`config.mk`:
```
export PLATFORM = sky130hd
export DESIGN_NAME = fetch_ctrl
export DESIGN_NICKNAME = d
export VERILOG_FILES = /design/src/rtl/fetch_ctrl.sv
export SDC_FILE = /design/constraint.sdc
export NUM_CORES = 1
export LEC_CHECK = 0
export BUFFER_PORTS_ARGS = -buffer_cell sky130_fd_sc_hd__buf_2
export CAP_MARGIN = 15
export CORE_ASPECT_RATIO = 1.75
export CORE_UTILIZATION = 46
export CTS_CLUSTER_SIZE = 30
export DETAILED_ROUTE_END_ITERATION = 7
export HOLD_SLACK_MARGIN = 0.08
export PLACE_DENSITY_LB_ADDON = 0.1
export REMOVE_ABC_BUFFERS = 1
export SLEW_MARGIN = 20
export SYNTH_ARGS = -nofsm -noshare
export SYNTH_HDL_FRONTEND = slang
export SYNTH_SLANG_ARGS = --single-unit
export TNS_END_PERCENT = 20
```
`constraint.sdc`:
```
create_clock -name clk -period 4.3 [get_ports clk]
set_input_delay 1.29 -clock clk [delete_from_list [all_inputs] [get_ports clk]]
set_output_delay 1.29 -clock clk [all_outputs]
set_load 0.005 [all_outputs]
```
`src/rtl/fetch_ctrl.sv`:
```
// Instruction-fetch controller: sequences the IF PC and the IF/ID register around memory
// latency, pipeline stalls and branch/jump/exception redirects.
module fetch_ctrl #(
   parameter logic [31:0] RESET_VEC = 32'h0000_0000,
   parameter logic [31:0] EXC_VEC   = 32'h0000_0004,
   parameter int unsigned TIMEOUT   = 16
) (
   input  logic        clk,
   input  logic        rst,
   input  logic        STALL,
   input  logic        BR_TAKEN,
   input  logic [31:0] BR_TARGET,
   input  logic        JMP_VALID,
   input  logic [31:0] JMP_TARGET,
   input  logic        EXC_VALID,
   input  logic        IMEM_READY,
   output logic        PC_SRC,
   output logic [31:0] PC_IN,
   output logic        PC_EN,
   output logic        IMEM_REQ,
   output logic        IF_ID_EN,
   output logic        IF_ID_FLUSH,
   output logic        FETCH_ERR,
   output logic [1:0]  STATE
);

   typedef enum logic [1:0] {
      StBoot  = 2'b00,
      StFetch = 2'b01,
      StWait  = 2'b10,
      StHold  = 2'b11
   } state_e;

   localparam logic [1:0] PriNone = 2'd0;
   localparam logic [1:0] PriJmp  = 2'd1;
   localparam logic [1:0] PriBr   = 2'd2;
   localparam logic [1:0] PriExc  = 2'd3;

   // The WAIT cycle whose increment would reach TIMEOUT-1 is the timeout cycle, so the
   // FETCH cycle plus TIMEOUT-1 WAIT cycles make TIMEOUT not-ready cycles in total.
   localparam logic [7:0] WcntLast = 8'(TIMEOUT - 2);

   state_e      state_q, state_d;
   logic        pend_v_q, pend_v_d;
   logic [1:0]  pend_pri_q, pend_pri_d;
   logic [31:0] pend_tgt_q, pend_tgt_d;
   logic [7:0]  wcnt_q, wcnt_d;

   logic        live_v;
   logic [1:0]  live_pri;
   logic [31:0] live_tgt;
   logic        eff_v;
   logic [31:0] eff_tgt;
   logic        cap_ok;
   logic        do_apply;
   logic        do_capture;

   always_comb begin
      live_v   = EXC_VALID | BR_TAKEN | JMP_VALID;
      live_pri = PriNone;
      live_tgt = 32'h0;
      if (EXC_VALID) begin
         live_pri = PriExc;
         live_tgt = EXC_VEC;
      end else if (BR_TAKEN) begin
         live_pri = PriBr;
         live_tgt = BR_TARGET;
      end else if (JMP_VALID) begin
         live_pri = PriJmp;
         live_tgt = JMP_TARGET;
      end
   end

   // Pending only beats live on strictly higher priority; ties go to the live request.
   always_comb begin
      eff_v   = live_v | pend_v_q;
      eff_tgt = live_tgt;
      if (pend_v_q && (!live_v || (pend_pri_q > live_pri))) begin
         eff_tgt = pend_tgt_q;
      end
      cap_ok = live_v && (!pend_v_q || (live_pri >= pend_pri_q));
   end

   always_comb begin
      state_d     = state_q;
      pend_v_d    = pend_v_q;
      pend_pri_d  = pend_pri_q;
      pend_tgt_d  = pend_tgt_q;
      wcnt_d      = wcnt_q;
      do_apply    = 1'b0;
      do_capture  = 1'b0;
      PC_SRC      = 1'b0;
      PC_IN       = 32'h0;
      PC_EN       = 1'b0;
      IMEM_REQ    = 1'b0;
      IF_ID_EN    = 1'b0;
      IF_ID_FLUSH = 1'b0;
      FETCH_ERR   = 1'b0;

      unique case (state_q)
         StBoot: begin
            PC_SRC      = 1'b1;
            PC_IN       = RESET_VEC;
            PC_EN       = 1'b1;
            IF_ID_FLUSH = 1'b1;
            do_capture  = 1'b1;
            state_d     = StFetch;
         end
         StFetch, StWait: begin
            IMEM_REQ = 1'b1;
            if (IMEM_READY) begin
               if (!STALL || EXC_VALID) begin
                  PC_EN    = 1'b1;
                  IF_ID_EN = 1'b1;
                  do_apply = 1'b1;
                  state_d  = StFetch;
               end else begin
                  do_capture = 1'b1;
                  state_d    = StHold;
               end
            end else if ((state_q == StWait) && (wcnt_q == WcntLast)) begin
               FETCH_ERR  = 1'b1;
               IMEM_REQ   = 1'b0;
               pend_v_d   = 1'b1;
               pend_pri_d = PriExc;
               pend_tgt_d = EXC_VEC;
               state_d    = StFetch;
            end else begin
               do_capture = 1'b1;
               wcnt_d     = (state_q == StFetch) ? 8'd0 : wcnt_q + 8'd1;
               state_d    = StWait;
            end
         end
         StHold: begin
            // No fetch is outstanding here, so an exception can redirect at once.
            if (EXC_VALID) begin
               PC_EN    = 1'b1;
               do_apply = 1'b1;
               state_d  = StFetch;
            end else begin
               do_capture = 1'b1;
               if (!STALL) begin
                  state_d = StFetch;
               end
            end
         end
         default: state_d = StBoot;
      endcase

      if (do_apply && eff_v) begin
         PC_SRC      = 1'b1;
         PC_IN       = eff_tgt;
         IF_ID_FLUSH = 1'b1;
         pend_v_d    = 1'b0;
         pend_pri_d  = PriNone;
         pend_tgt_d  = 32'h0;
      end

      if (do_capture && cap_ok) begin
         pend_v_d   = 1'b1;
         pend_pri_d = live_pri;
         pend_tgt_d = live_tgt;
      end
   end

   assign STATE = state_q;

   always_ff @(posedge clk or negedge rst) begin
      if (!rst) begin
         state_q    <= StBoot;
         pend_v_q   <= 1'b0;
         pend_pri_q <= PriNone;
         pend_tgt_q <= 32'h0;
         wcnt_q     <= 8'd0;
      end else begin
         state_q    <= state_d;
         pend_v_q   <= pend_v_d;
         pend_pri_q <= pend_pri_d;
         pend_tgt_q <= pend_tgt_d;
         wcnt_q     <= wcnt_d;
      end
   end

endmodule

```
Word-level counts from Yosys, hierarchy flattened:

Index checks and enable logic that the tools add are counted.

* reductions and logical operators: 17
* add/subtract/negate cells: 1
* $lt $le $gt $ge: 2
* eq/ne operators: 6
* bitwise operators: 5
* mux-type cells: 48

Operators by type and width (number)
* $mux 32: 10
* $mux 2: 12
* $mux 1: 21
* $add 8x1->8 const B: 1
* $eq 8x4->1 const B: 1
* $mux 8: 1
* $pmux 1 s3: 2
* $pmux 2 s3: 1
* $reduce_and 3->1: 2
* $reduce_bool 3->1: 2
* $logic_and 1x1->1: 5
* $eq 2x2->1 const B: 2
* $logic_not 1->1: 3
* $logic_or 1x1->1: 3
* $ne 3x1->1 const B: 1
* $ne 3x3->1 const B: 1
* $or 1x1->1: 3
* $eq 2x1->1 const B: 1
* $ge 2x2->1: 1
* $gt 2x2->1: 1
* $logic_not 2->1: 1
* $not 1->1: 2
* $pmux 1 s2: 1
* $reduce_or 2->1: 1

* input bits: 71
* output and inout bits: 40
* logic and storage cells: 84
* flip-flop bits (word level): 45

Longest topological paths before layout:

Gate-level depths: netlist of the first run.

* depth after elaboration: 9
* gate-level depth with buffers: 12
* gate-level depth less buffers: 8

Worst setup path before layout of the first run:

No wires, ideal clock.

* path kind: input-to-output
* from: in BR_TAKEN
* to: out PC_IN[2]
* required time: 3.010 ns
* arrival time: 3.124 ns
* stages on the path: 12
* setup slack: -0.114 ns
* path buffers: 4
* path through: buf_2 > nor2b_1 > clkbuf_1 > buf_2 > nor2_1 > ha_1 > inv_1 > a21oi_1 > o21ai_1 > clkbuf_1 > nor2_1 > a211oi_1

* word-level cells in the longest chain between the ends: 7
* elaborated cells on any way between the ends: 14
* those cells by class: order compare (1); mux (6); bitwise (3); reduce/logical (4)

Ends and longest elaborated chain
* start: declaration: RTL line 11 `input logic BR_TAKEN,`
* $mux 2 / $or 1x1->1 (equally long branches): RTL line 65, 59
* $mux 2 / $or 1x1->1 (equally long branches): RTL line 62, 59
* $gt 2x2->1 / $logic_not 1->1 (equally long branches): RTL line 78 `if (pend_v_q && (!live_v || (pend_pri_q > live_pri))) begin`
* $logic_or 1x1->1: RTL line 78
* $logic_and 1x1->1: RTL line 78
* $mux 32: RTL line 78
* $mux 32 *: RTL line 150 `if (do_apply && eff_v) begin`
* end: declaration: RTL line 18 `output logic [31:0] PC_IN,`

Mark *: on every way between the ends. The rest lies on a longest branch, timed or not.

Worst setup path in the final report of the first run:

* from: in EXC_VALID
* to: out PC_IN[4]

* word-level cells in the longest chain between the ends: 7
* elaborated cells on any way between the ends: 17
* those cells by class: order compare (1); mux (8); bitwise (3); reduce/logical (5)

Ends and longest elaborated chain
* start: declaration: RTL line 15 `input logic EXC_VALID,`
* parallel branches: the longest is 6 deep, another holds $gt 2x2->1
* $mux 32 *: RTL line 150

Every way passes the cells marked *.

==> results of run 1 <==
==> cell families after synthesis <==
family / Yosys count / synth area share, %
simple gates: 166 / 26.7
compound gates: 97 / 18.8
flops: 45 / 35.0
buf+inv: 40 / 5.76
mux: 34 / 10.6
fa+ha+maj: 8 / 3.11
==> worst paths after layout <==
kind | from | slack [ns] | depth (start not counted) | to
setup / recovery | EXC_VALID | 0.15 | 10 | PC_IN[4]
hold / removal | wcnt_q[7] | 0.49 | 1 | wcnt_q[7]
setup reg to reg | STATE[0] | 1.77 | 9 | pend_tgt_q[15]
hold reg to reg | wcnt_q[7] | 0.49 | 1 | wcnt_q[7]
max in group asynchronous | rst | 2.90 | 1 | pend_tgt_q[24]
min in group asynchronous | rst | 0.99 | 1 | pend_tgt_q[13]
==> where the power goes <==
group	internal [W]	switching [W]
sequential	0.000609	0.000126
clock	0.000335	0.000178
combinational	0.000503	0.000703
total	0.00145	0.00101
==> metal layers <==
layer	wire length, um	share of wire [%]
met5	0	0
met4	127	1.5
met3	327	3.9
met2	4410	53
met1	3470	42
==> stage by stage <==
step	utilization, %	cells
floorplan	-	358
global placement	56.4	564
detailed placement	56.4	564
CTS	59.3	572
global route	59.5	572
finish	59.5	572
==> registers in the layout, indices dropped and copies added (netlist names) <==
| name | count |
|---|---|
| STATE | 2 |
| pend_pri_q | 2 |
| pend_tgt_q | 32 |
| pend_v_q | 1 |
| wcnt_q | 8 |
==> critical path: stages <==
cell and delay, ns:
buf_2 0.14, nor2_2 0.13, inv_1 0.06, ha_1 0.30
a21oi_2 0.17, o21a_1 0.19, buf_12 0.18, nand2_1 0.07
a21oi_1 0.16, buf_2 0.14
==> placed cells by master (no fill, tap or decap), types with 2 or more instances in the layout <==
cell | Yosys | layout
nand2_1 | 70 | 70
o21ai_0 | 16 | 16
a22oi_1 | 31 | 31
a21oi_1 | 32 | 29
buf_4 | 1 | 11
inv_1 | 8 | 8
clkbuf_16 | 0 | 5
a31oi_1 | 4 | 4
nor2b_1 | 4 | 3
nor2_1 | 11 | 10
dfrtp_1 | 45 | 45
buf_12 | 0 | 2
ha_1 | 8 | 8
a21oi_2 | 0 | 3
buf_2 | 6 | 109
mux2i_1 | 34 | 34
or2_2 | 30 | 30
nand2b_1 | 34 | 34
a221oi_1 | 2 | 2
o31ai_1 | 5 | 5
nand3_1 | 4 | 4
bufinv_16 | 0 | 2
==> layout make-up <==
cell class                      count  area (sq um)  area share (%)
Multi-Input combinational cell    305          1930            47.6
Clock buffer                        5           125            3.09
Tap cell                           84           105            2.60
Sequential cell                    45          1130            27.8
Clock inverter                      3          68.8            1.70
Inverter                            8          30.0           0.741
Timing Repair Buffer              122           668            16.5
==> repair_timing <==
item                                    in CTS  in global routing
endpoints found under the setup margin       0                 13
resized for setup                            0                  4
hold buffers                                 0                  0
==> impl_metrics.csv, run 1 <==
group,metric,value,unit
setup_path,path_class,"input port to output port",
synth,yosysMostFrequentCell,"nand2_1",
grt,grt_pass1_wl,14.0,mm
setup_path,end_kind,"output port",
clocking,cts.clk_slew.worst_paths,0.07,ns
setup_path,critPathMaxFanout,25,
timing,setup_violations,0,
placement,dp_hpwl,5.76,mm
power_and_ir_drop,leakagePower,1.97,nW
synth,syn_inst,390,
detailed_routing,first_iter_violations,103,
synth,ys_seq_area_share,35.0,%
timing,fin_setup_tns,0,ns
synth,netlist_top_cells_area,"dfrtp_1 (35%), mux2i_1 (11%), nand2_1 (8.2%), a22oi_1 (7.2%), nand2b_1 (6.6%)",
die,row_count,40,
grt,met2_usage,43.6,%
timing,drv_slew,0,
cells_and_area,fin_area,4050,sq um
synth,ys.flop_type,"dfrtp_1",
clocking,clock-sinks,45,
flow_run,max-cap-violations,0,
power_and_ir_drop,power_per_cell_area,606,nW/um^2
die,dieArea,7340,sq um
timing,skew,0.00750,ns
placement,portBuffers,110,
synth,synth_edf_count,0,
clocking,clk_latency,0.30,ns
cells_and_area,fillCellCount,653,
grt,use_met3,3.96,%
grt,grt-ovfl-total,0,
cells_and_area,diodes,0,
timing,worst_pin_slew,0.621,ns
placement,post-place-ws,0.0780,ns
synth,ys_seq_elements,45,
die,die_y,113,um
cells_and_area,layout.nets,566,
clocking,tritoncts,"done",
detailed_routing,drt-pass1-iter-count,4,
clocking,cts_setup_buffers,0,
grt,first_global_vias,2996,
synth,ys_warn_count,0,
synth,yosysTopAreaCellShare,35.0,%
hold_path,hp-class,"register to register",
die,start_util,47.2,%
timing,hold_viol,0,
die,core,6810,sq um
synth,yosys.area.top_type,"dfrtp_1",
die,die_w,65.2,um
timing,hold_ws,0.488,ns
grt,busiest_layer,"met2",
clocking,htree_levels,2,
synth,avgSynthCellArea,8.24,sq um
detailed_routing,routed-via-count,3104,
power_and_ir_drop,vdd_ir_drop_max,340,uV
setup_path,required,3.01,ns
placement,placed_cell_area,3840,sq um
synth,synth_cell_types,41,
synth,synth_commonest_cells,"nand2_1 (70), dfrtp_1 (45), mux2i_1 (34), nand2b_1 (34), a21oi_1 (32)",
clocking,cts_buffers,5,
cells_and_area,layout-drive-gt1-share,35.2,%
timing,max_freq,241,MHz
setup_path,cp-start-kind,"input port",
detailed_routing,remaining_drc_errors,0,
detailed_routing,wl,8.33,mm
cells_and_area,area_growth_syn_to_layout,26.0,%
timing,slew_headroom,58.6,%
grt,grt_use_met1,29.3,%
clocking,cts_max_path_buffers,2,
synth,syn_area,3210,sq um
timing,fin_crit_sh,96.5,%
timing,final.min_clock_period,4.15,ns
power_and_ir_drop,total_power,0.00246,W
grt,antenna_found_initial,0,
timing,setup_slack,0.151,ns
detailed_routing,wl_per_cell,14.6,um
detailed_routing,antenna_left,0,
grt,grt_max_degree,46,
die,num_io_pins,111,
grt,grt_usage,24.5,%
detailed_routing,via_per_inst,5.43,
clocking,root_buffer,"clkbuf_16",
placement,routabilityCongestion,0.814,
setup_path,arrival,2.86,ns
synth,synthArstFlopShare,100,%
status,status,"completed",
Power figures use the tool's default switching activity.
==> inputs of run 2 (changes only) <==
--- a/config.mk
+++ b/config.mk
@@ -8,7 +8,7 @@
 export BUFFER_PORTS_ARGS = -buffer_cell sky130_fd_sc_hd__buf_2
 export CAP_MARGIN = 15
 export CORE_ASPECT_RATIO = 1.75
-export CORE_UTILIZATION = 46
+export CORE_UTILIZATION = 51
 export CTS_CLUSTER_SIZE = 30
 export DETAILED_ROUTE_END_ITERATION = 7
 export HOLD_SLACK_MARGIN = 0.08
==> constraint.sdc (replaced) <==
create_clock -name clk -period 4.4 [get_ports clk]
set_input_delay 1.32 -clock clk [delete_from_list [all_inputs] [get_ports clk]]
set_output_delay 1.32 -clock clk [all_outputs]
set_load 0.005 [all_outputs]
==> run 2 against run 1 <==
- core utilization grew 6.5 points
- sequential power down 2%
- non-clock buffer count up 2
- clock power shrank 49%
- hold slack improved by 0.0048 ns
- via count rose by 1.0%
- design area shrank 2.6%
- critical path depth is 1 higher
- global-route usage up 2.4 points
- highest routed layer unchanged
==> impl_metrics.csv, run 2 (synthesis gave the netlist of run 1 again) <==
group,metric,value,unit
cells_and_area,fillCellCount,539,
detailed_routing,via_per_inst,5.53,
status,status,"completed",
die,die_w,62.0,um
setup_path,path_buf_inv,4,
cells_and_area,finalNonFillerCells,567,
timing,fin_crit_sh,96.5,%
detailed_routing,routed-via-count,3135,
placement,placed_cell_area,3850,sq um
hold_path,hp-class,"register to register",
cells_and_area,area_growth_syn_to_layout,22.7,%
die,num_io_pins,111,
grt,first_global_vias,3125,
placement,post-place-ws,0.118,ns
timing,skew,0.00795,ns
timing,worst_pin_slew,0.608,ns
clocking,cts_buffers,5,
timing,hold_viol,0,
die,die_y,107,um
cells_and_area,largest_register_ff_count,32,
cells_and_area,layout.nets,568,
timing,max_freq,236,MHz
detailed_routing,wl_per_cell,14.9,um
setup_path,cp_cell_sequence,"buf_2, nor2b_2, nor2_1, ha_1, inv_1, a21oi_2, o21a_1, buf_4, nand2_1, a21oi_1, buf_2",
setup_path,end_kind,"output port",
cells_and_area,layout-drive-gt1-share,34.8,%
grt,grt-ovfl-total,0,
setup_path,cp_top_family,"compound AO/OA/AOI/OAI gates",
clocking,clock-sinks,45,
timing,slew_headroom,59.4,%
detailed_routing,drt-pass1-iter-count,4,
detailed_routing,antenna_left,0,
detailed_routing,first_iter_violations,137,
placement,dp_hpwl,6.29,mm
timing,fin_setup_tns,0,ns
power_and_ir_drop,leakagePower,1.93,nW
setup_path,slowest_delay,0.22,ns
die,row_count,37,
grt,grt_max_degree,46,
setup_path,required,3.08,ns
timing,grt_setup_unrepaired,"no",
power_and_ir_drop,vdd_ir_drop_max,302,uV
die,dieArea,6640,sq um
cells_and_area,layout_commonest_cell,"buf_2",
die,core,5970,sq um
clocking,root_buffer,"clkbuf_8",
grt,antenna_found_initial,0,
die,start_util,53.8,%
placement,place_inst,560,
setup_path,path_class,"input port to output port",
timing,drv_slew,0,
cells_and_area,largestRegisters,"pend_tgt_q: 32 flops, wcnt_q: 8 flops",
timing,final.min_clock_period,4.24,ns
detailed_routing,wl,8.43,mm
placement,portBuffers,110,
clocking,cts.clk_slew.worst_paths,0.08,ns
grt,grt_pass1_wl,13.5,mm
cells_and_area,diodes,0,
detailed_routing,remaining_drc_errors,0,
setup_path,critPathMostFrequentCell,"buf_2",
setup_path,arrival,2.92,ns
setup_path,critPathMaxFanout,6,
cells_and_area,largest-register,"pend_tgt_q",
cells_and_area,fin_area,3940,sq um
clocking,tritoncts,"done",
clocking,clk_latency,0.30,ns
clocking,cts_max_path_buffers,2,
clocking,cts_setup_buffers,0,
setup_path,cp-start-kind,"input port",
timing,setup_violations,0,
power_and_ir_drop,power_per_cell_area,548,nW/um^2
timing,setup_slack,0.156,ns
placement,routabilityCongestion,0.875,
flow_run,max-cap-violations,0,
grt,grt_usage,26.9,%
clocking,htree_levels,2,
cells_and_area,final_cell_mix,"buf_2 (109), nand2_1 (70), dfrtp_1 (45), nand2b_1 (34), mux2i_1 (34)",
setup_path,critPathSlowestCell,"o21a_1",
run 2: changes by cell type in the layout (fill, tap and decap cells not counted), sizes merged:
| cell | before | now |
|---|---|---|
| clkbuf | 5 | 6 |
| buf | 122 | 124 |
| bufinv | 2 | 0 |
| clkinvlp | 0 | 1 |
| inv | 9 | 8 |
run 2: what timing repair did:
item	in CTS	in global routing
setup endpoints to repair	0	6
gates resized for setup	0	1
hold buffers	0	0
run 2: per-stage QoR:
stage	power, W	hold WS [ns]	util [%]
detailed placement	0.00190	0.484	64.4
global route	0.00233	0.548	66.0
global placement	0.00187	0.487	64.4
CTS	0.00217	0.500	65.9
finish	0.00216	0.493	66.0
floorplan	0.00144	0.447	-
run 2: cell type report:
cell class	instances	area, sq um	share of cell area, %
Clock buffer	6	82.6	2.09
Clock inverter	1	7.51	0.190
Inverter	8	30.0	0.761
Multi-Input combinational cell	305	1920	48.6
Sequential cell	45	1130	28.6
Tap cell	78	97.6	2.47
Timing Repair Buffer	124	683	17.3
run 2: worst paths after layout:
| kind | slack (ns) | startpoint | cells after the start | end |
|---|---|---|---|---|
| worst max-delay path | 0.16 | JMP_VALID | 11 | PC_IN[13] |
| worst min-delay path | 0.49 | wcnt_q[7] | 1 | wcnt_q[7] |
| worst max register to register | 1.73 | STATE[0] | 9 | pend_tgt_q[16] |
| worst min register to register | 0.49 | wcnt_q[7] | 1 | wcnt_q[7] |
| max in group asynchronous | 2.98 | rst | 1 | pend_pri_q[1] |
| min in group asynchronous | 1.03 | rst | 1 | pend_tgt_q[31] |
run 2: per-layer routing:
metal,wire length (um),global-route usage (%),vias up
li1,-,-,1544
met1,3240,28.4,1484
met2,4650,49.0,90
met3,360,5.07,17
met4,188,11.1,0
met5,0,0,-
run 2: worst reg2reg max path, stage by stage (launching register included):
cell and delay, ns:
dfrtp_1 0.44, inv_1 0.09, ha_1 0.35, a22oi_1 0.25, or4_1 0.17, buf_4 0.29
a21boi_2 0.40, buf_4 0.34, nand2_1 0.10, mux2i_1 0.16
run 2: power breakdown:
group	leakage [nW]	switching, W	total, W	internal (W)
clock network	0.0433	0.000138	0.000262	0.000124
registers	0.595	0.000125	0.000719	0.000595
logic	1.29	0.000680	0.00118	0.000497
